File: src/rtl/pov_column_sequencer_if.sv
// Column-sequencer bus: hall sensor input, frame-memory read port and LED-driver outputs.
// master = sequencer side, slave = memory/LED-driver/sensor side.
interface pov_column_sequencer_if #(
    parameter int NUM_LEDS = 8,
    parameter int COL_BITS = 6
);
    logic                     hall_in;
    logic [COL_BITS-1:0]      col_addr;
    logic [NUM_LEDS*24-1:0]   col_data;
    logic [NUM_LEDS*8-1:0]    led_r_vector;
    logic [NUM_LEDS*8-1:0]    led_g_vector;
    logic [NUM_LEDS*8-1:0]    led_b_vector;
    logic                     write_data;
    logic                     rev_valid;

    modport master (
        input  hall_in, col_data,
        output col_addr, led_r_vector, led_g_vector, led_b_vector, write_data, rev_valid
    );

    modport slave (
        output hall_in, col_data,
        input  col_addr, led_r_vector, led_g_vector, led_b_vector, write_data, rev_valid
    );
endinterface

File: src/rtl/pov_column_sequencer.sv
// POV column sequencer: times each revolution from the hall index, splits it into
// 2^COL_BITS columns and feeds each column's pixels to the LED driver.
module pov_column_sequencer #(
    parameter int NUM_LEDS     = 8,
    parameter int COL_BITS     = 6,
    parameter int PERIOD_BITS  = 24,
    parameter int MIN_INTERVAL = 1200  // must be >= 4 so the column pipeline fits inside one interval
) (
    input  logic                   sys_clk,
    input  logic                   rst,
    pov_column_sequencer_if.master bus
);
    typedef enum logic [2:0] {IDLE, MEASURE, FETCH, LATCH, STROBE, WAIT, BLANK} state_t;

    localparam logic [COL_BITS-1:0]    LAST_COL   = '1;
    localparam logic [PERIOD_BITS-1:0] PERIOD_MAX = '1;
    localparam logic [PERIOD_BITS-1:0] MIN_IVL    = PERIOD_BITS'(MIN_INTERVAL);
    localparam logic [PERIOD_BITS-1:0] PIPE_ADJ   = PERIOD_BITS'(4);

    state_t                  state, state_next;
    logic                    hall_meta, hall_sync, hall_prev, hall_rise;
    logic [PERIOD_BITS-1:0]  period_cnt, last_period, interval, timer;
    logic [COL_BITS-1:0]     column;
    logic [NUM_LEDS*8-1:0]   r_vec, g_vec, b_vec;
    logic                    stall;

    // NOTE: sequential state uses non-blocking assignments so every flop samples pre-edge values.
    always_ff @(posedge sys_clk or posedge rst) begin
        if (rst) begin
            hall_meta <= 1'b0;
            hall_sync <= 1'b0;
            hall_prev <= 1'b0;
            hall_rise <= 1'b0;
        end else begin
            hall_meta <= bus.hall_in;
            hall_sync <= hall_meta;
            hall_prev <= hall_sync;
            hall_rise <= hall_sync & ~hall_prev;
        end
    end

    // The captured count includes the index cycle, so it equals the edge-to-edge distance.
    always_ff @(posedge sys_clk or posedge rst) begin
        if (rst) begin
            period_cnt  <= '0;
            last_period <= '0;
        end else if (hall_rise) begin
            last_period <= (period_cnt == PERIOD_MAX) ? PERIOD_MAX : period_cnt + 1'b1;
            period_cnt  <= '0;
        end else if (period_cnt != PERIOD_MAX) begin
            period_cnt <= period_cnt + 1'b1;
        end
    end

    assign interval = ((last_period >> COL_BITS) > MIN_IVL) ? (last_period >> COL_BITS) : MIN_IVL;
    assign stall    = (period_cnt == PERIOD_MAX) && !hall_rise;

    always_ff @(posedge sys_clk or posedge rst) begin
        if (rst) state <= IDLE;
        else     state <= state_next;
    end

    // NOTE: every always_comb output gets a default first, so no path can infer a latch.
    always_comb begin
        state_next = state;
        case (state)
            IDLE:    if (hall_rise) state_next = MEASURE;
            MEASURE: if (hall_rise) state_next = FETCH;
                     else if (stall) state_next = IDLE;
            FETCH:   state_next = LATCH;
            LATCH:   state_next = STROBE;
            STROBE:  state_next = WAIT;
            WAIT:    if (timer == '0 && column != LAST_COL) state_next = FETCH;
            BLANK:   state_next = hall_rise ? MEASURE : IDLE;
            default: state_next = IDLE;
        endcase
        if (state inside {FETCH, LATCH, STROBE, WAIT}) begin
            if (hall_rise)  state_next = FETCH;
            else if (stall) state_next = BLANK;
        end
    end

    always_comb begin
        bus.write_data = (state == STROBE) || (state == BLANK);
        bus.rev_valid  = state inside {FETCH, LATCH, STROBE, WAIT};
    end

    // Reload leaves room for FETCH/LATCH/STROBE so strobes land exactly one interval apart.
    always_ff @(posedge sys_clk or posedge rst) begin
        if (rst) begin
            column <= '0;
            timer  <= '0;
        end else begin
            if (hall_rise)
                column <= '0;
            else if (state == WAIT && state_next == FETCH)
                column <= column + 1'b1;
            if (state == STROBE)
                timer <= interval - PIPE_ADJ;
            else if (state == WAIT && timer != '0)
                timer <= timer - 1'b1;
        end
    end

    // Vectors only move on a committed LATCH or when blanking, so they hold between pulses.
    always_ff @(posedge sys_clk or posedge rst) begin
        if (rst) begin
            r_vec <= '0;
            g_vec <= '0;
            b_vec <= '0;
        end else if (state_next == BLANK) begin
            r_vec <= '0;
            g_vec <= '0;
            b_vec <= '0;
        end else if (state == LATCH && state_next == STROBE) begin
            for (int i = 0; i < NUM_LEDS; i++) begin
                r_vec[i*8 +: 8] <= bus.col_data[i*24      +: 8];
                g_vec[i*8 +: 8] <= bus.col_data[i*24 + 8  +: 8];
                b_vec[i*8 +: 8] <= bus.col_data[i*24 + 16 +: 8];
            end
        end
    end

    assign bus.col_addr     = column;
    assign bus.led_r_vector = r_vec;
    assign bus.led_g_vector = g_vec;
    assign bus.led_b_vector = b_vec;
endmodule

File: src/flat_wrapper.sv
// flat-port wrapper written by rule: the top's interface ports become plain ports
module pov_column_sequencer_flat 
#(
    parameter int NUM_LEDS     = 8,
    parameter int COL_BITS     = 6,
    parameter int PERIOD_BITS  = 24,
    parameter int MIN_INTERVAL = 1200                                                                 
)
  (sys_clk, rst, bus_hall_in, bus_col_data, bus_col_addr, bus_led_r_vector, bus_led_g_vector, bus_led_b_vector, bus_write_data, bus_rev_valid);
  pov_column_sequencer_if #(.NUM_LEDS(NUM_LEDS), .COL_BITS(COL_BITS)) bus_i ();
  input  logic sys_clk;
  input  logic rst;
  input wire logic [$bits(bus_i.hall_in)-1:0] bus_hall_in;
  input wire logic [$bits(bus_i.col_data)-1:0] bus_col_data;
  output wire logic [$bits(bus_i.col_addr)-1:0] bus_col_addr;
  output wire logic [$bits(bus_i.led_r_vector)-1:0] bus_led_r_vector;
  output wire logic [$bits(bus_i.led_g_vector)-1:0] bus_led_g_vector;
  output wire logic [$bits(bus_i.led_b_vector)-1:0] bus_led_b_vector;
  output wire logic [$bits(bus_i.write_data)-1:0] bus_write_data;
  output wire logic [$bits(bus_i.rev_valid)-1:0] bus_rev_valid;
  assign bus_i.hall_in = bus_hall_in;
  assign bus_i.col_data = bus_col_data;
  assign bus_col_addr = bus_i.col_addr;
  assign bus_led_r_vector = bus_i.led_r_vector;
  assign bus_led_g_vector = bus_i.led_g_vector;
  assign bus_led_b_vector = bus_i.led_b_vector;
  assign bus_write_data = bus_i.write_data;
  assign bus_rev_valid = bus_i.rev_valid;
  pov_column_sequencer #(.NUM_LEDS(NUM_LEDS), .COL_BITS(COL_BITS), .PERIOD_BITS(PERIOD_BITS), .MIN_INTERVAL(MIN_INTERVAL)) u_core (.sys_clk(sys_clk), .rst(rst), .bus(bus_i));
endmodule
File: config.mk
export PLATFORM = sky130hd
export DESIGN_NAME = pov_column_sequencer_flat
export DESIGN_NICKNAME = d
export VERILOG_FILES = /design/src/rtl/pov_column_sequencer_if.sv /design/src/rtl/pov_column_sequencer.sv /design/src/flat_wrapper.sv
export SDC_FILE = /design/constraint.sdc
export NUM_CORES = 1
export LEC_CHECK = 0
export CORE_ASPECT_RATIO = 1.1
export CORE_MARGIN = 1
export CORE_UTILIZATION = 51
export DETAILED_ROUTE_END_ITERATION = 8
export PLACE_DENSITY = 0.85
export SYNTH_ARGS = -nofsm -noshare
export SYNTH_HDL_FRONTEND = slang
export SYNTH_SLANG_ARGS = --single-unit
File: constraint.sdc
create_clock -name sys_clk -period 18.9 [get_ports sys_clk]
set_input_delay 4.725 -clock sys_clk [delete_from_list [all_inputs] [get_ports sys_clk]]
set_output_delay 4.725 -clock sys_clk [all_outputs]
set_load 0.005 [all_outputs]
== Word level (Yosys, flattened, before mapping) ==
Cells that the tools add are included.
Storage, ports and cells
  bits in registers: 277
  output and inout bits: 200
Cells by class
  add/subtract/negate cells: 4
  $lt $le $gt $ge: 1
  equal/unequal tests: 12
  multiplexer cells: 23
  bitwise logic cells: 2
  reduce and logical (&&, ||, !) cells: 15
Operator list (number)
  64-bit 2-to-1 mux: 6
  24-bit 2-to-1 mux: 5
  24-bit by 1-bit adder with 24-bit output, second input constant: 1
  24-bit equality test, second input constant: 1
  24-bit zero test: 1
  24-bit != test, second input constant: 1
  24-bit nonzero test: 1
  24-bit by 1-bit subtractor with 24-bit output, second input constant: 1
  24-bit by 3-bit subtractor with 24-bit output, second input constant: 1
  3-bit 2-to-1 mux: 7
  3-bit one-hot mux with 7 select lines: 1
  18-bit by 11-bit greater-than comparator with 1-bit output, second input constant: 1
  18-bit 2-to-1 mux: 1
  3-bit equality test, second input constant: 5
  6-bit 2-to-1 mux: 2
  3-bit by 2-bit equality test with 1-bit output, second input constant: 3
  2-bit nonzero test: 4
  6-bit by 1-bit adder with 6-bit output, second input constant: 1
  6-bit != test, second input constant: 1
  1-bit logical AND: 5
  4-bit nonzero test: 1
  3-bit by 1-bit equality test with 1-bit output, second input constant: 1
  3-bit zero test: 1
  1-bit AND: 1
  4 further kinds: 4

== Longest topological paths before layout ==
  depth in word-level cells: 12
  depth in mapped cells: 9
  gate-level depth less buffers: 9

== Least setup slack after synthesis ==
No wires, ideal clock.
  kind: reg2out
  start: register u_core.state[2]
  end: output port bus_rev_valid
  arrival time: 1046 ps
  data required time: 14175 ps
  path slack: 13129 ps
  stages on the path, launching flop included: 5
  buffers on the path: 2
  cell sequence: dfrtp_1 -> clkbuf_1 -> nand2b_1 -> clkbuf_1 -> nand2_1
Between the ends
  longest elaborated chain between the ends: 2
  elaborated cells on any way between the ends: 5
  classes of those cells: eq/ne: 4; reduce/logical: 1
Ends and longest elaborated chain
  from (decl): RTL line pov_column_sequencer.sv:20  | state_t state, state_next;
  from (signal assigned): RTL line pov_column_sequencer.sv:60  | else state <= state_next;
  3-bit by 2-bit equality test with 1-bit output / 3-bit equality test (equally long branches): RTL line pov_column_sequencer.sv:85  | bus.rev_valid = state inside {FETCH, LATCH, STROBE, WAIT};
  4-bit nonzero test *: RTL line pov_column_sequencer.sv:85
  to (decl): RTL line flat_wrapper.sv:20  | output wire logic [$bits(bus_i.rev_valid)-1:0] bus_rev_valid;
Mark *: on every way between the ends. The rest lies on a longest branch, timed or not.

== Worst setup path after layout ==
Ends and elaborated chain as after synthesis.

==> impl_metrics.csv <==
group,metric,value,unit
timing,fin_crit_sh,36.5,%
yosys,postSynthAreaPerCell,9.55,sq um
yosys,synth_enable_flop_cells,0,
clock_network,cts_tree,"built",
timing,finalSetupViolCount,0,
grt,grt.overflow.total,0,
finish,areaGrowthSynthToFinish,37.6,%
timing,rsz0062_at_grt,"no",
yosys,synth_mux_area_share,1.41,%
clock_network,postCtsResizedCells,0,
clock_network,path_clk_slew,60,ps
route,antenna_left,0,
placement,buffer_ports.inserted,394,
clock_network,worstSkewPairLatency,570,ps
grt,maximum_number_of_pins_on_one_net_before_global_route_repair,120,
clock_network,holdBufCountCts,0,
yosys,cell_accounting_for_the_most_synthesized_area,"dfrtp_1",
worst_setup_path,arrival,2170,ps
yosys,number_of_warning_messages_in_the_yosys_log,0,
die,io_pins,395,
worst_setup_path,rr_startpoint,"u_core.period_cnt[0]",
timing,finalSetupTns,0,ps
clock_network,clk_root_buffer_cell,"clkbuf_16",
timing,final_critical_path_setup_slack,12010,ps
timing,worstMarginPinSlew,1300,ps
finish,fillers,1855,
die,floorplan.rows,61,
yosys,synth_compound_area_share,25.1,%
yosys,netlist_area,13100,sq um
worst_setup_path,r2r.worst_path.cells,8,
grt,grt_use_total,32.5,%
clock_network,buffer_levels_on_the_longest_clock_path,3,
timing,slew_headroom,12.5,%
grt,wire_length_of_the_first_global_routing_pass,68.0,mm
worst_setup_path,worstSetupEndpoint,"bus_rev_valid",
die,core,25300,sq um
grt,antenna_found_initial,4,
die,die-height,170,um
route,vias_per_cell,6.22,
die,die_footprint,26300,sq um
finish,final_layout_size_suffix_gt1_share,4.48,%
yosys,synth_sequential_area_ratio,51.8,%
yosys,netlist_instances,1371,
timing,post-route-min-period,6890,ps
worst_setup_path,setup.worst_path.start_class,"flop",
route,first_pass_iteration_count_of_the_detailed_router,6,
finish,final_cell_area,18000,sq um
worst_setup_path,critPathKind,"flop to primary output",
die,die_w,155,um
yosys,synth-main-ff-cell,"dfrtp_1",
placement,place_area,17100,sq um
route,dr.first_iter.drc_count,1240,
yosys,synth_top_family_by_area,"compound AO/OA/AOI/OAI gates",
worst_setup_path,r2r_end,"u_core.bus.led_g_vector[59]",
clock_network,postCtsSetupRepairBufs,0,
yosys,yosys.area_share.adder,0.382,%
worst_setup_path,timing.reg2reg.setup_slack,15070,ps
yosys,yosys.cell_types.count,59,
timing,timing_max_transition_violations_final,0,
route,via_count,12700,
worst_setup_path,endpoint_kind,"primary output",
power,max-vdd-ir-drop,0.0790,mV
placement,dp_hpwl,28.2,mm
yosys,syn-num-nets,1570,
yosys,post_synthesis_xor_xnor_area_fraction,2.21,%
yosys,synth_largest_type_area_fraction,51.8,%
worst_setup_path,crit_path_start,"u_core.state[2]",
timing,final_hold_viol_count,0,
worst_hold_path,hold_path_class,"flop to flop",
finish,num-nets-final,1877,
power,pd_cells,132,nW/um^2
run,cap_viol_max_count,0,
clock_network,cts_buffers,29,
worst_setup_path,critical_path_rt,14180,ps
route,wirelength,43.4,mm
outcome,outcome,"finished, final reports clean",
timing,fmaxAchievable,145,MHz
route,drc_errors_left,0,
grt,grt_pass1_vias,12400,
placement,place_congestion,0.889,
power,report.power.total,0.00239,W
timing,fin_worst_skew,29.6,ps
placement,placement.setup.worst_slack,11890,ps
clock_network,clock_net_sink_count,271,
yosys,yosys_register_bits,271,
power,leakagePower,7.50,nW
worst_setup_path,critical_path_peak_fanout,14,
yosys,synth_simple_gate_area_share,14.9,%
yosys,dominant_cells_by_area_after_synthesis,"dfrtp_1 (52%), a32oi_1 (13%), o21ai_0 (7.9%), nand2_1 (6.6%), clkbuf_1 (3.6%)",
route,routedWlPerCell,21.2,um
die,floorplan.initialDensity,51.8,%
clock_network,htree_num_levels,1,
yosys,ys_async_sr_fraction,100,%
## flip-flops by register name, indices dropped and copies added, names as in the netlist
signal,cells
u_core.bus.col_addr,6
u_core.bus.led_b_vector,64
u_core.bus.led_g_vector,64
u_core.bus.led_r_vector,64
u_core.hall_meta,1
u_core.hall_prev,1
u_core.hall_rise,1
u_core.hall_sync,1
u_core.last_period,18
u_core.period_cnt,24
u_core.state,3
u_core.timer,24
## worst min-delay path by stage
stage / startpoint / to / cells after the start
after floorplan: u_core.hall_meta / u_core.hall_sync / 0
after detailed placement: u_core.hall_meta / u_core.hall_sync / 0
after CTS: u_core.hall_meta / u_core.hall_sync / 0
after global placement: u_core.hall_meta / u_core.hall_sync / 0
after global routing: u_core.hall_meta / u_core.hall_sync / 0
final: u_core.hall_meta / u_core.hall_sync / 0
## cell families after synthesis
| kind of cell | Yosys count |
|---|---|
| simple gates | 418 |
| mux | 18 |
| flops | 271 |
| xor+xnor | 33 |
| compound gates | 485 |
| fa+ha+maj | 4 |
| buf+inv | 142 |
## worst max-delay path, cell delays in order, from the launching register on
cell and delay (ps):
dfrtp_1 520, nand2b_1 380, nand2_1 180, clkdlybuf4s50_1 510
## metrics by stage
step / std cells / hold WS (ps) / utilization [%]
CTS: 2043 / 359 / 71.3
finish: 2045 / 354 / 71.3
detailed placement: 1993 / 345 / 67.8
global placement: 1993 / 331 / 67.8
global route: 2044 / 377 / 71.3
floorplan: 1371 / 331 / -
## synth_stat cells, drive strengths merged (2+ instances only)
cell     count
dfrtp      271
nand2      229
o21ai      208
a32oi      192
clkbuf     125
nor2        62
a21oi       33
xnor2       25
nor3        22
nand3       16
nand4       16
mux2i       14
nor4        14
a31oi        9
and3         9
inv          9
and4         8
buf          8
o31ai        8
xor2         8
or4          7
and2         6
a211oi       5
nand2b       5
o2111ai      5
a221oi       4
ha           4
mux2         4
nor2b        4
o211ai       4
and4b        3
nand3b       3
nor3b        3
nor4b        3
o21a         3
o22ai        3
or3          3
nand4b       2
## cell type report
cell class              instances  area, sq um  share of cell area [%]
clock inverters                 7         52.6                   0.292
clock buffers                  43          848                    4.71
diodes                          2         5.00                  0.0278
flip-flops and latches        271         6790                    37.6
repair buffers                409         4060                    22.5
multi-input cells             958         5800                    32.2
inverters                       9         41.3                   0.229
well taps                     346          433                    2.40
## power breakdown
group / total (W) / internal (W) / switching, W
logic: 0.000917 / 0.000444 / 0.000473
clock network: 0.000546 / 0.000309 / 0.000237
registers: 0.000923 / 0.000757 / 0.000167
## per-layer routing
layer  share of wire (%)  vias up  GRT usage (%)
li1                    -     5774              -
met1                  38     6217           40.1
met2                  48      586           51.3
met3                 9.0      136           9.98
met4                 5.5        6           17.3
met5               0.092        -              0
## cell usage in the layout (no fill, tap or decap), types with 5 or more instances in the layout
cell type / netlist / routed
clkbuf_1: 125 / 7
inv_1: 9 / 8
nand4_1: 16 / 16
a32oi_1: 192 / 192
clkbuf_8: 0 / 7
o2111ai_1: 5 / 5
o31ai_1: 8 / 8
or4_1: 7 / 7
buf_4: 0 / 15
o21ai_0: 208 / 208
nor3_1: 22 / 22
a211oi_1: 5 / 5
nand2b_1: 5 / 5
clkbuf_16: 0 / 29
nand2_1: 229 / 229
dfrtp_1: 271 / 270
nor4_1: 11 / 11
a21oi_1: 33 / 32
and4_1: 8 / 8
clkinv_2: 0 / 5
nand3_1: 16 / 16
and2_1: 6 / 6
mux2i_1: 14 / 14
nor2_1: 62 / 62
clkdlybuf4s50_1: 0 / 394
xnor2_1: 25 / 25
and3_1: 9 / 9
xor2_1: 8 / 8
a31oi_1: 9 / 8
(Power assumes the default switching activity.)
